<file path="config.mk">
export PLATFORM = sky130hd
export DESIGN_NAME = posit_round_arbiter
export DESIGN_NICKNAME = d
export VERILOG_FILES = /design/src/rtl/posit_round_arb_pkg.sv /design/src/rtl/round_result_fifo.sv /design/src/rtl/posit_round_arbiter.sv
export SDC_FILE = /design/constraint.sdc
export NUM_CORES = 1
export LEC_CHECK = 0
export CAP_MARGIN = 30
export CORE_MARGIN = 2
export CORE_UTILIZATION = 43
export CTS_BUF_LIST = sky130_fd_sc_hd__clkbuf_8
export CTS_CLUSTER_DIAMETER = 80
export CTS_CLUSTER_SIZE = 25
export DETAILED_ROUTE_END_ITERATION = 8
export PLACE_DENSITY = 0.76
export RECOVER_POWER = 25
export SYNTH_ARGS = -nofsm -noshare
export SYNTH_HDL_FRONTEND = slang
export SYNTH_SLANG_ARGS = --single-unit
</file>
<file path="constraint.sdc">
create_clock -name i_clk -period 2.8 [get_ports i_clk]
set_input_delay 0.42 -clock i_clk [delete_from_list [all_inputs] [get_ports i_clk]]
set_output_delay 0.42 -clock i_clk [all_outputs]
set_load 0.05 [all_outputs]
</file>
<file path="src/rtl/posit_round_arb_pkg.sv">
`default_nettype none
// +----------------------------------------------------------------------+
// | posit_round_arb_pkg: shared types and round-robin search helper       |
// | Rev 1.0                                                               |
// +----------------------------------------------------------------------+
package posit_round_arb_pkg;

  localparam int unsigned RR_MAX_REQ        = 16;
  localparam int unsigned RR_IDX_W          = 4;
  localparam int unsigned DEF_UNPACKED_BITS = 16;
  localparam int unsigned DEF_ID_BITS       = 2;

  // Result entry for the default configuration (16-bit posit, 4 requesters)
  typedef struct packed {
    logic [DEF_UNPACKED_BITS-1:0] data;
    logic [DEF_ID_BITS-1:0]       id;
  } res_entry_t;

  typedef struct packed {
    logic                found;
    logic [RR_IDX_W-1:0] idx;
  } rr_pick_t;

  // First valid index at or after ptr, wrapping modulo num (ptr < num)
  function automatic rr_pick_t rr_pick(input logic [RR_MAX_REQ-1:0] valid,
                                       input logic [RR_IDX_W-1:0]   ptr,
                                       input int unsigned           num);
    rr_pick_t    r;
    int unsigned s;
    r = '0;
    for (int unsigned k = 0; k < RR_MAX_REQ; k++) begin
      s = 32'(ptr) + k;
      if (s >= num) s = s - num;
      if ((k < num) && !r.found && valid[s[RR_IDX_W-1:0]]) begin
        r.found = 1'b1;
        r.idx   = s[RR_IDX_W-1:0];
      end
    end
    return r;
  endfunction

endpackage
`default_nettype wire

</file>
<file path="src/rtl/round_result_fifo.sv">
`default_nettype none
// +----------------------------------------------------------------------+
// | round_result_fifo: sync FIFO with occupancy count, zeroed empty head  |
// | Rev 1.0                                                               |
// +----------------------------------------------------------------------+
module round_result_fifo #(
  parameter int WIDTH = 18,
  parameter int DEPTH = 4,
  parameter int CNT_W = $clog2(DEPTH + 1)
) (
  input  logic             i_clk,
  input  logic             i_rst,
  input  logic             i_push,
  input  logic [WIDTH-1:0] i_data,
  input  logic             i_pop,
  output logic [WIDTH-1:0] o_data,
  output logic             o_valid,
  output logic [CNT_W-1:0] o_count
);

  localparam int PTR_W = $clog2(DEPTH);

  logic [WIDTH-1:0] r_mem [DEPTH];
  logic [PTR_W-1:0] r_wr_ptr;
  logic [PTR_W-1:0] r_rd_ptr;
  logic [CNT_W-1:0] r_count;
  logic             w_pop;

  assign w_pop   = i_pop & (r_count != '0);
  assign o_valid = (r_count != '0);
  assign o_count = r_count;
  assign o_data  = o_valid ? r_mem[r_rd_ptr] : '0;

  always_ff @(posedge i_clk or posedge i_rst) begin
    if (i_rst) begin
      for (int i = 0; i < DEPTH; i++) r_mem[i] <= '0;
      r_wr_ptr <= '0;
      r_rd_ptr <= '0;
      r_count  <= '0;
    end else begin
      if (i_push) begin
        r_mem[r_wr_ptr] <= i_data;
        r_wr_ptr        <= r_wr_ptr + PTR_W'(1);
      end
      if (w_pop) r_rd_ptr <= r_rd_ptr + PTR_W'(1);
      case ({i_push, w_pop})
        2'b10:   r_count <= r_count + CNT_W'(1);
        2'b01:   r_count <= r_count - CNT_W'(1);
        default: r_count <= r_count;
      endcase
    end
  end

endmodule
`default_nettype wire

</file>
<file path="src/rtl/posit_round_arbiter.sv">
`default_nettype none
// +----------------------------------------------------------------------+
// | posit_round_arbiter: round-robin sharing of one registered posit     |
// | rounding unit, results returned in grant order with requester tags   |
// | Rev 1.0                                                               |
// +----------------------------------------------------------------------+
module posit_round_arbiter
  import posit_round_arb_pkg::*;
#(
  parameter int NUM_REQ       = 4,
  parameter int UNPACKED_BITS = 16,
  parameter int TRAILING_BITS = 8,
  parameter int FIFO_DEPTH    = 4,
  parameter int ID_BITS       = $clog2(NUM_REQ)
) (
  input  logic                               i_clk,
  input  logic                               i_rst,
  input  logic [NUM_REQ-1:0]                 i_req_valid,
  output logic [NUM_REQ-1:0]                 o_req_ready,
  input  logic [NUM_REQ*UNPACKED_BITS-1:0]   i_req_data,
  input  logic [NUM_REQ*TRAILING_BITS-1:0]   i_req_trailing,
  input  logic [NUM_REQ-1:0]                 i_req_sticky,
  input  logic [NUM_REQ-1:0]                 i_req_stochastic,
  output logic [UNPACKED_BITS-1:0]           o_rnd_data,
  output logic [TRAILING_BITS-1:0]           o_rnd_trailing,
  output logic                               o_rnd_sticky,
  output logic                               o_rnd_stochastic,
  input  logic [UNPACKED_BITS-1:0]           i_rnd_result,
  output logic                               o_out_valid,
  input  logic                               i_out_ready,
  output logic [UNPACKED_BITS-1:0]           o_out_data,
  output logic [ID_BITS-1:0]                 o_out_id,
  output logic                               o_busy
);

  localparam int ENTRY_W = UNPACKED_BITS + ID_BITS;
  localparam int CNT_W   = $clog2(FIFO_DEPTH + 1);

  logic [ID_BITS-1:0]    r_rr_ptr;
  logic                  r_inflight;
  logic [ID_BITS-1:0]    r_inflight_id;

  logic [RR_MAX_REQ-1:0] w_valid_ext;
  rr_pick_t              w_pick;
  logic [ID_BITS-1:0]    w_gidx;
  logic [ID_BITS-1:0]    w_sel;
  logic [ID_BITS-1:0]    w_ptr_next;
  logic                  w_credit;
  logic                  w_grant;
  logic                  w_pop;
  logic [CNT_W-1:0]      w_fifo_count;
  logic [ENTRY_W-1:0]    w_head;

  assign w_valid_ext = RR_MAX_REQ'(i_req_valid);
  assign w_pick      = rr_pick(w_valid_ext, RR_IDX_W'(r_rr_ptr), NUM_REQ);
  assign w_gidx      = ID_BITS'(w_pick.idx);

  // Credit uses the pre-pop count: a slot freed this cycle is reusable next cycle
  assign w_credit = (int'(w_fifo_count) + int'(r_inflight)) < FIFO_DEPTH;
  assign w_grant  = ~i_rst & w_pick.found & w_credit;

  always_comb begin
    o_req_ready = '0;
    if (w_grant) o_req_ready[w_gidx] = 1'b1;
  end

  assign w_sel            = w_grant ? w_gidx : r_rr_ptr;
  assign o_rnd_data       = i_req_data[int'(w_sel)*UNPACKED_BITS +: UNPACKED_BITS];
  assign o_rnd_trailing   = i_req_trailing[int'(w_sel)*TRAILING_BITS +: TRAILING_BITS];
  assign o_rnd_sticky     = i_req_sticky[w_sel];
  assign o_rnd_stochastic = i_req_stochastic[w_sel];

  assign w_ptr_next = (int'(w_gidx) == NUM_REQ - 1) ? '0 : w_gidx + ID_BITS'(1);

  always_ff @(posedge i_clk or posedge i_rst) begin
    if (i_rst) begin
      r_rr_ptr      <= '0;
      r_inflight    <= 1'b0;
      r_inflight_id <= '0;
    end else begin
      r_inflight <= w_grant;
      if (w_grant) begin
        r_rr_ptr      <= w_ptr_next;
        r_inflight_id <= w_gidx;
      end
    end
  end

  assign w_pop = o_out_valid & i_out_ready;

  round_result_fifo #(
    .WIDTH (ENTRY_W),
    .DEPTH (FIFO_DEPTH),
    .CNT_W (CNT_W)
  ) u_fifo (
    .i_clk   (i_clk),
    .i_rst   (i_rst),
    .i_push  (r_inflight),
    .i_data  ({i_rnd_result, r_inflight_id}),
    .i_pop   (w_pop),
    .o_data  (w_head),
    .o_valid (o_out_valid),
    .o_count (w_fifo_count)
  );

  assign o_out_data = w_head[ENTRY_W-1:ID_BITS];
  assign o_out_id   = w_head[ID_BITS-1:0];
  assign o_busy     = r_inflight | (w_fifo_count != '0);

endmodule
`default_nettype wire

</file>
After elaboration in Yosys (flattened, before gate mapping)
Index checks and enable logic that the tools add are counted.
- word-level logic and storage cells: 94
- register bits after elaboration: 84
- output and inout port bits: 50
- bits of input ports: 127
- reductions and logical operators: 10
- add/sub/neg operators: 13
- magnitude comparators: 15
- mux-type cells: 33
- bitwise logic cells: 8
- shift operators: 2
- equal/unequal tests: 3
- operators with widths (operator ; number):
    72-bit bitwise mux ; 1
    18-bit two-way mux ; 4
    64-bit by 7-bit indexed part select with 16-bit output ; 1
    18-bit binary-select mux with 2-bit select ; 1
    18-bit demux with 2-bit select ; 1
    32-bit by 6-bit indexed part select with 8-bit output ; 1
    4-bit by 5-bit less-than comparator with 1-bit output (second input constant) ; 4
    4-bit two-way mux ; 5
    5-bit two-way mux ; 4
    1-bit binary-select mux with 4-bit select ; 4
    3-bit greater-or-equal comparator (second input constant) ; 5
    3-bit by 3-bit subtractor with 4-bit output (second input constant) ; 3
    1-bit two-way mux ; 7
    2-bit by 1-bit adder with 2-bit output (second input constant) ; 3
    2-bit by 2-bit adder with 3-bit output (second input constant) ; 2
    2-bit by 3-bit less-than comparator with 1-bit output (second input constant) ; 2
    2-bit inverter with 3-bit output ; 2
    3-bit one-hot mux with 2 select lines ; 1
    1-bit logical AND ; 5
    3-bit by 1-bit adder with 4-bit output ; 1
    1-bit AND ; 4
    1-bit binary-select mux with 2-bit select ; 2
    2-bit by 1-bit equality test with 1-bit output (second input constant) ; 2
    4-bit by 3-bit less-than comparator with 1-bit output (second input constant) ; 1
    other kinds (15) ; 18

Depth between registers and ports, before layout
Gate-level depths: netlist (run 1).
- depth in word-level cells: 19
- gate-level depth with buffers: 12
- depth with buffers taken out: 10

Hierarchy
A second synthesis (run 1) with hierarchy kept.
- cell total of the unflattened synthesis: 326
- area, all modules: 4901.0 µm²
- modules (own cells, without submodules) (module ; sequential area each (µm²) ; cells each ; instances ; area each (µm²)):
    round_result_fifo ; 1976.9 ; 228 ; 1 ; 3616.0
    posit_round_arbiter ; 125.1 ; 98 ; 1 ; 1285.0

Worst setup path before layout (run 1)
No wires, ideal clock.
- path type: register to output
- start: register r_rr_ptr[0]
- end: output o_rnd_data[0]
- buffers on the path: 4
- path slack: -0.972 ns
- arrival: 3.352 ns
- cell stages (with the launch flop): 13
- data required time: 2.380 ns
- cells stage by stage: dfrtp_1 -> buf_2 -> inv_1 -> ha_1 -> buf_2 -> mux2_2 -> a22oi_2 -> a21oi_1 -> and3_1 -> nor3_1 -> buf_4 -> buf_4 -> mux2i_1
- word-level cells in the longest chain between the ends: 18
- elaborated cells on any way between the ends: 37
- classes of those cells: add/sub (7); order compare (4); shift (1); mux (17); bitwise (2); reduce/logical (6)
- ends and longest elaborated chain (item ; line ; text):
    start, declared ; posit_round_arbiter.sv:39 ; logic [ID_BITS-1:0] r_rr_ptr;
    start signal, assigned ; posit_round_arbiter.sv:83 ; r_rr_ptr <= w_ptr_next;
    branches (longest 16 deep; another with 3-bit by 3-bit subtractor with 4-bit output) ; -- ;
    2-bit two-way mux (*) ; posit_round_arbiter.sv:67 ; assign w_sel = w_grant ? w_gidx : r_rr_ptr;
    64-bit by 7-bit indexed part select with 16-bit output (*) ; posit_round_arbiter.sv:68 ; assign o_rnd_data = i_req_data[int'(w_sel)*UNPACKED_BITS +: UNPACKED_BITS];
    end, declared ; posit_round_arbiter.sv:24 ; output logic [UNPACKED_BITS-1:0] o_rnd_data,
Mark *: on every way between the ends. The select of a mux whose other input is x is not followed.

Worst setup path after layout (run 1)
- start: register r_rr_ptr[0]
- end: output o_rnd_trailing[3]
- word-level cells in the longest chain between the ends: 18
- elaborated cells on any way between the ends: 37
- classes of those cells: add/sub (7); order compare (4); shift (1); mux (17); bitwise (2); reduce/logical (6)
- ends and longest elaborated chain (item ; line ; text):
    branches (longest 16 deep; another with 3-bit by 3-bit subtractor with 4-bit output) ; -- ;
    2-bit two-way mux (*) ; posit_round_arbiter.sv:67 ;
    32-bit by 6-bit indexed part select with 8-bit output (*) ; posit_round_arbiter.sv:69 ; assign o_rnd_trailing = i_req_trailing[int'(w_sel)*TRAILING_BITS +: TRAILING_BITS];
    end, declared ; posit_round_arbiter.sv:25 ; output logic [TRAILING_BITS-1:0] o_rnd_trailing,
Marks and branches as above.

==> impl_table.tex, run 1 <==
\begin{tabular}{lr}
\hline
Metric & Value \\
\hline
\multicolumn{2}{l}{\textbf{Worst setup path}} \\
Maximum fanout along the worst path & 6 \\
Slack of the worst reg-to-reg path & 0.23 ns \\
Cells traversed along the worst timing path & clkinv\_4, ha\_4, mux2i\_4, nor3\_2, nor4\_2, nor3\_2, nor3\_2, buf\_6, clkbuf\_16, mux2i\_4, buf\_12 \\
Element type at the critical path start & flip-flop \\
WP data arrival & 3.06 ns \\
Critical path required time & 2.38 ns \\
Gate family responsible for the most delay along the worst path & simple AND/OR/NAND/NOR gates \\
Maximum single-stage delay on the critical path & 0.42 ns \\
Sort of element at the end of the critical path & output pin \\
Type of the worst setup path & flip-flop to output pin \\
Master of the slowest instance on the critical path & dfrtp\_2 \\
Count of buffer and inverter cells on the critical path & 4 \\
CP most frequent cell & nor3\_2 \\
\multicolumn{2}{l}{\textbf{Synthesis}} \\
Combined area of all synthesized cells & 5201 µm² \\
Post-synthesis sequential element count & 84 \\
Synthesized instance count & 399 \\
Count of cell types in the netlist & 44 \\
Area share of xor/xnor cells in the synthesized design & 1.010\% \\
Fraction of registers with async set/reset & 100.0\% \\
Syn nets & 540 \\
Post-synth top flop & dfrtp\_1 \\
Adder-cell share of the synthesized area & 3.512\% \\
Main area contributors after synthesis & dfrtp\_1 40\%, mux2\_2 17\%, mux2i\_1 16\% \\
Largest family of logic cells by synthesized area & multiplexers \\
Share of the yosys chip area belonging to registers & 40.41\% \\
Simple-gate portion of the synthesized area & 6.134\% \\
Most area-hungry cell type in the Yosys netlist & dfrtp\_1 \\
EDFF count, synth & 0 \\
Number of warning messages in the yosys log & 0 \\
Top cell type's share of synthesized area & 40.41\% \\
Synth Area in Compound Gates & 3.873\% \\
Portion of netlist area occupied by mux cells & 40.34\% \\
Synthesized area divided by synthesized cell count & 13.04 µm² \\
\multicolumn{2}{l}{\textbf{Clock tree}} \\
Number of buffers inserted during clock tree synthesis & 9 \\
Root Buffer Master & clkbuf\_8 \\
Clock Sink Count & 84 \\
Hold-fix buffer count after cts & 0 \\
H-tree lvl count & 3 \\
TritonCTS clock tree & built \\
Clock transition at the register clock pins on the worst setup and hold paths after CTS & 0.09 ns \\
Deepest clock path buffer count & 2 \\
Latest clock arrival within the worst-skew pair & 0.35 ns \\
\multicolumn{2}{l}{\textbf{Global routing}} \\
Global-route congestion overflow total & 0 \\
First-pass GRT wire length & 22.93 mm \\
Total global routing track utilization & 22.64\% \\
Antenna violations before repair & 0 \\
Vias in the first global route & 4373 \\
Largest net degree at the start of global routing & 50 \\
\multicolumn{2}{l}{\textbf{Timing}} \\
Number of setup violations in the final report & 30 \\
Count of final max-slew check failures & 37 \\
Final number of hold-violating endpoints & 0 \\
Share of the clock period used by the worst path after layout & 124.1\% \\
RSZ-0062 raised after global routing & yes \\
Pin slew with the least headroom to its limit & 1.538 ns \\
Crit path setup slack, layout & -0.6754 ns \\
Clock skew after layout & 0.008316 ns \\
Slew Limit Headroom & -3.072\% \\
Shortest period the worst path allows & 3.475 ns \\
Highest clock frequency the design can meet & 0.2877 GHz \\
\multicolumn{2}{l}{\textbf{Finish}} \\
Final instance area & 8566 µm² \\
Layout overhead on the synthesized area & 64.69\% \\
Antenna diode instance count & 0 \\
Share of layout cells above drive strength 1 & 48.21\% \\
Non-filler cells, final & 763 \\
Final net count & 752 \\
\multicolumn{2}{l}{\textbf{Placed design}} \\
Pre-CTS setup slack & -0.5268 ns \\
Buffers added on ports & 176 \\
Placed cell count & 743 \\
Placer Congestion & 0.8342 \\
HPWL after detailed placement & 11.30 mm \\
Placement-stage cell area & 7994 µm² \\
\multicolumn{2}{l}{\textbf{Detailed routing}} \\
Wirelength, routed & 14.91 mm \\
Length of the first detailed-routing pass in iterations & 4 \\
ANT nets after route & 0 \\
Via count normalized by instance count & 5.328 \\
Number of vias in the routed layout & 4065 \\
Number of DRC markers in iteration 0 & 186 \\
Routed len/inst & 19.55 µm \\
DRC violations left & 0 \\
\multicolumn{2}{l}{\textbf{Floorplanning}} \\
Die boundary height & 114.0 µm \\
Initial core utilization & 43.67\% \\
Top-level port count & 177 \\
Core region area & 11910 µm² \\
Die boundary width & 114.0 µm \\
Die Outline Area & 12990 µm² \\
Standard-cell rows & 40 \\
\multicolumn{2}{l}{\textbf{Flow run}} \\
Maximum capacitance violations & 1 \\
\multicolumn{2}{l}{\textbf{Pwr}} \\
VDD IR max & 0.001154 V \\
Power Dens Cells & 1549 nW/µm² \\
LEAKAGE & 3.482 nW \\
Post-route total power & 13.26 mW \\
\multicolumn{2}{l}{\textbf{Outcome}} \\
Status & finished with violations \\
Failing checks & capacitance limit, slew limit, setup timing \\
\multicolumn{2}{l}{\textbf{Hold path}} \\
Hold Path Class & flip-flop to flip-flop \\
\hline
\end{tabular}
per-layer routing:
metal  wire length [µm]  vias up  track usage (%)
met3                903       25            4.942
met5                  0        -                0
met1               5864     2032            28.37
met2               7833      108            39.33
li1                   -     1900                -
met4                312        0            6.911
stage by stage:
stage / util, % / hold slack, ns / setup TNS [ns]
global placement: 67.11 / 0.4813 / -13.13
finish: 71.91 / 0.5046 / -18.97
detailed placement: 67.11 / 0.4874 / -14.17
global route: 71.91 / 0.5136 / -22.40
CTS: 70.39 / 0.5061 / -18.87
floorplan: - / 0.4739 / -12.02
cells in the final DEF, fill, tap and decap left out, drive strengths merged, types with 10 or more instances in the layout:
cell type,instances
clkdlybuf4s50,127
buf,92
ha,13
clkbuf,13
mux2,78
nand2,10
mux4,18
mux2i,81
dfrtp,84
and2,19
inv,14
registers in the layout, indices dropped and copies added (netlist names):
register and count:
r_inflight 1, r_inflight_id 2, r_rr_ptr 2, u_fifo.o_count 3, u_fifo.r_mem 72, u_fifo.r_rd_ptr 2, u_fifo.r_wr_ptr 2
final timing paths:
kind,from,end,cells after the start
worst max-delay path,r_rr_ptr[0]$_DFFE_PP0P_,o_rnd_trailing[3],11
worst min-delay path,u_fifo.r_mem[26]$_DFFE_PP0P_,u_fifo.r_mem[26]$_DFFE_PP0P_,1
worst max register to register,r_rr_ptr[0]$_DFFE_PP0P_,r_rr_ptr[0]$_DFFE_PP0P_,11
worst min register to register,u_fifo.r_mem[26]$_DFFE_PP0P_,u_fifo.r_mem[26]$_DFFE_PP0P_,1
max in group asynchronous,i_rst,u_fifo.r_mem[21]$_DFFE_PP0P_,3
min in group asynchronous,i_rst,u_fifo.r_mem[70]$_DFFE_PP0P_,2
report_power, final:
group	total, mW	internal (mW)	switching [mW]
logic	10.2	5.17	5.01
registers	2.23	1.83	0.392
clock network	0.862	0.418	0.443
worst reg2reg max path: stages, from the launching register on:
cell and delay (ns):
dfrtp_2 0.42, clkinv_4 0.07, ha_4 0.33, mux2_4 0.33
a22oi_2 0.26, a21oi_2 0.07, buf_4 0.15, nor3_2 0.22
a22oi_2 0.11, ha_1 0.23, buf_4 0.13, o22ai_1 0.17
repair_timing:
item / CTS / global route
setup endpoints to repair: 30 / 30
pin swaps: 4 / 0
gates cloned: 0 / 2
buffers inserted: 1 / 2
resized for setup: 48 / 27
cell type report:
type	count	area, µm²
Multi-Input combinational cell	279	3498
Fill cell	784	3346
Clock inverter	7	76.32
Tap cell	147	183.9
Timing Repair Buffer	224	2525
Clock buffer	9	123.9
Sequential cell	84	2103
Inverter	13	55.05
Yosys cell counts (2+ instances only):
cell type and count:
a21boi_0 3, a21oi_1 4, and2_1 19, and3_1 5, buf_12 5, buf_2 2
buf_4 3, buf_6 2, clkbuf_1 11, dfrtp_1 84, ha_1 13, inv_1 13
mux2_2 77, mux2i_1 81, mux4_2 18, nand2_1 10, nand2b_1 2, nand4_1 3
nor2_1 6, nor3_1 6, o21a_1 2, o21ai_0 4, xnor2_1 2, xor2_1 4
kinds of logic (layout without fill, tap and decap cells):
| family | count (synthesis) | in the layout |
|---|---|---|
| and+or+nand+nor | 56 | 56 |
| DFF | 84 | 84 |
| adders and majority gates | 14 | 14 |
| AOI/OAI and AO/OA | 26 | 26 |
| muxes | 177 | 177 |
| xor gates and xnor gates | 6 | 6 |
| buffers and inverters | 36 | 253 |
No activity file was read; power rests on OpenSTA's default activity.
==> run 2: changes to the inputs <==
- CORE_MARGIN: 2 -> default
- CORE_UTILIZATION: 43 -> 55
- DONT_BUFFER_PORTS: default -> 1
- PLACE_DENSITY: 0.76 -> 0.7
==> impl_table.tex, run 2 (synthesis results as in run 1) <==
\begin{tabular}{lr}
\hline
Metric & Value \\
\hline
\multicolumn{2}{l}{\textbf{Outcome}} \\
Status & finished with violations \\
Failing checks & capacitance limit, slew limit, setup timing \\
\multicolumn{2}{l}{\textbf{Detailed routing}} \\
Wirelength, routed & 13.43 mm \\
Number of DRC markers in iteration 0 & 105 \\
Via count normalized by instance count & 6.198 \\
Length of the first detailed-routing pass in iterations & 4 \\
DRC violations left & 0 \\
ANT nets after route & 0 \\
Number of vias in the routed layout & 3626 \\
Routed len/inst & 22.96 µm \\
\multicolumn{2}{l}{\textbf{Clock tree}} \\
H-tree lvl count & 3 \\
Hold-fix buffer count after cts & 0 \\
Root Buffer Master & clkbuf\_8 \\
Clock transition at the register clock pins on the worst setup and hold paths after CTS & 0.09 ns \\
TritonCTS clock tree & built \\
Clock Sink Count & 84 \\
Number of buffers inserted during clock tree synthesis & 9 \\
Deepest clock path buffer count & 2 \\
Latest clock arrival within the worst-skew pair & 0.35 ns \\
\multicolumn{2}{l}{\textbf{Finish}} \\
Final instance area & 7300 µm² \\
Antenna diode instance count & 0 \\
Leading cell type in the layout, fill and taps excluded & dfrtp\_1 \\
Final net count & 610 \\
Share of the core filled with cells & 79.37\% \\
Fill cells & 498 \\
Layout overhead on the synthesized area & 40.34\% \\
Most frequent cells in the layout & 83 x dfrtp\_1, 76 x mux2\_2, 49 x mux2i\_4 \\
Largest Register & u\_fifo.r\_mem \\
Number of flip-flops in the largest register & 72 \\
Share of layout cells above drive strength 1 & 61.60\% \\
\multicolumn{2}{l}{\textbf{Worst setup path}} \\
Maximum fanout along the worst path & 8 \\
Slack of the worst reg-to-reg path & 0.11 ns \\
Maximum single-stage delay on the critical path & 0.43 ns \\
WP data arrival & 3.06 ns \\
R2R depth & 14 \\
Cells traversed along the worst timing path & inv\_6, ha\_4, mux2\_4, a22oi\_2, a21boi\_4, o31ai\_4, buf\_6, buf\_6, buf\_16, mux2i\_4, mux2i\_4, buf\_12 \\
Critical path required time & 2.38 ns \\
Master of the slowest instance on the critical path & dfrtp\_2 \\
Element type at the critical path start & flip-flop \\
Launching point of the worst reg2reg path & r\_rr\_ptr[0]\$\_DFFE\_PP0P\_ \\
Type of the worst setup path & flip-flop to output pin \\
Critical register-to-register path endpoint & r\_rr\_ptr[0]\$\_DFFE\_PP0P\_ \\
Sort of element at the end of the critical path & output pin \\
Timing startpoint of the critical path & r\_rr\_ptr[0]\$\_DFFE\_PP0P\_ \\
Endpoint of the most critical setup path & o\_rnd\_trailing[1] \\
\multicolumn{2}{l}{\textbf{Placed design}} \\
Placement-stage cell area & 6467 µm² \\
HPWL after detailed placement & 9.479 mm \\
Pre-CTS setup slack & -0.3663 ns \\
Placer Congestion & 0.9082 \\
Buffers added on ports & 0 \\
\multicolumn{2}{l}{\textbf{Floorplanning}} \\
Core region area & 9196 µm² \\
Die boundary height & 99.25 µm \\
Standard-cell rows & 35 \\
Top-level port count & 177 \\
Initial core utilization & 56.56\% \\
Die boundary width & 99.25 µm \\
Die Outline Area & 9850 µm² \\
\multicolumn{2}{l}{\textbf{Global routing}} \\
First-pass GRT wire length & 20.16 mm \\
Global-route congestion overflow total & 0 \\
Antenna violations before repair & 0 \\
Vias in the first global route & 3733 \\
Largest net degree at the start of global routing & 44 \\
Total global routing track utilization & 27.28\% \\
\multicolumn{2}{l}{\textbf{Timing}} \\
Share of the clock period used by the worst path after layout & 124.1\% \\
Clock skew after layout & 0.006603 ns \\
Crit path setup slack, layout & -0.6756 ns \\
Count of final max-slew check failures & 44 \\
Number of setup violations in the final report & 30 \\
Highest clock frequency the design can meet & 0.2877 GHz \\
Final number of hold-violating endpoints & 0 \\
Post-route worst hold slack & 0.2102 ns \\
Pin slew with the least headroom to its limit & 1.882 ns \\
Slew Limit Headroom & -26.16\% \\
Shortest period the worst path allows & 3.476 ns \\
RSZ-0062 raised after global routing & yes \\
\multicolumn{2}{l}{\textbf{Hold path}} \\
Hold Path Class & input pin to flip-flop \\
\multicolumn{2}{l}{\textbf{Flow run}} \\
Maximum capacitance violations & 1 \\
\hline
\end{tabular}
run 2: cell count changes in the layout (fill, tap and decap cells not counted), moves of 4 or more:
cell | before | now
clkdlybuf4s50_1 | 127 | 0
inv_6 | 2 | 6
mux2i_4 | 35 | 49
ha_4 | 1 | 5
and3_4 | 1 | 5
mux2i_2 | 34 | 22
buf_4 | 48 | 39
ha_1 | 12 | 8
run 2: worst min path at each step:
| stage | start | end | depth (start not counted) |
|---|---|---|---|
| floorplan | u_fifo.r_mem[22]$_DFFE_PP0P_ | u_fifo.r_mem[22]$_DFFE_PP0P_ | 1 |
| global placement | i_rst | u_fifo.o_count[2]$_DFFE_PP0P_ | 1 |
| detailed placement | i_rst | u_fifo.o_count[2]$_DFFE_PP0P_ | 1 |
| CTS | i_rst | u_fifo.r_mem[52]$_DFFE_PP0P_ | 1 |
| global route | i_rnd_result[6] | u_fifo.r_mem[26]$_DFFE_PP0P_ | 1 |
| finish | i_rnd_result[2] | u_fifo.r_mem[40]$_DFFE_PP0P_ | 1 |
run 2: cell type report:
cell class	count	area (µm²)	area share (%)
Clock buffer	9	123.9	1.697
Timing Repair Buffer	82	1091	14.95
Inverter	13	57.56	0.7885
Multi-Input combinational cell	279	3729	51.08
Sequential cell	84	2103	28.81
Clock inverter	7	56.30	0.7713
Tap cell	111	138.9	1.903
run 2: repair_timing:
action | 4_1_cts | 5_1_grt
setup buffers | 7 | 4
pin swaps | 13 | 4
cloned | 3 | 0
setup endpoints to repair | 30 | 30
resized for setup | 78 | 32
run 2: metrics by stage:
stage          instances  setup TNS (ns)
5_1_grt              585          -22.62
3_3_place_gp         559          -8.351
2_1_floorplan        399          -12.02
6_report             585          -18.61
4_1_cts              582          -17.95
3_5_place_dp         559          -9.470
run 2: routing by layer:
| metal | wire [µm] | global-route usage, % | part of all wire, % |
|---|---|---|---|
| met2 | 7244 | 49.04 | 54 |
| met1 | 4926 | 31.77 | 37 |
| met4 | 439 | 10.52 | 3.3 |
| met3 | 821 | 6.184 | 6.1 |
| met5 | 0 | 0 | 0 |
run 2: worst max-delay path, delay by kind of cell, from the launching register on:
family | cells | cell delay, ns
adders and majority gates | 1 | 0.31
AOI/OAI and AO/OA | 3 | 0.61
muxes | 3 | 0.70
buffers and inverters | 5 | 0.65
DFF | 1 | 0.43
Power of run 2 is not shown: default switching activity piles up to over one toggle a cycle in this logic, so the estimate is an artifact.
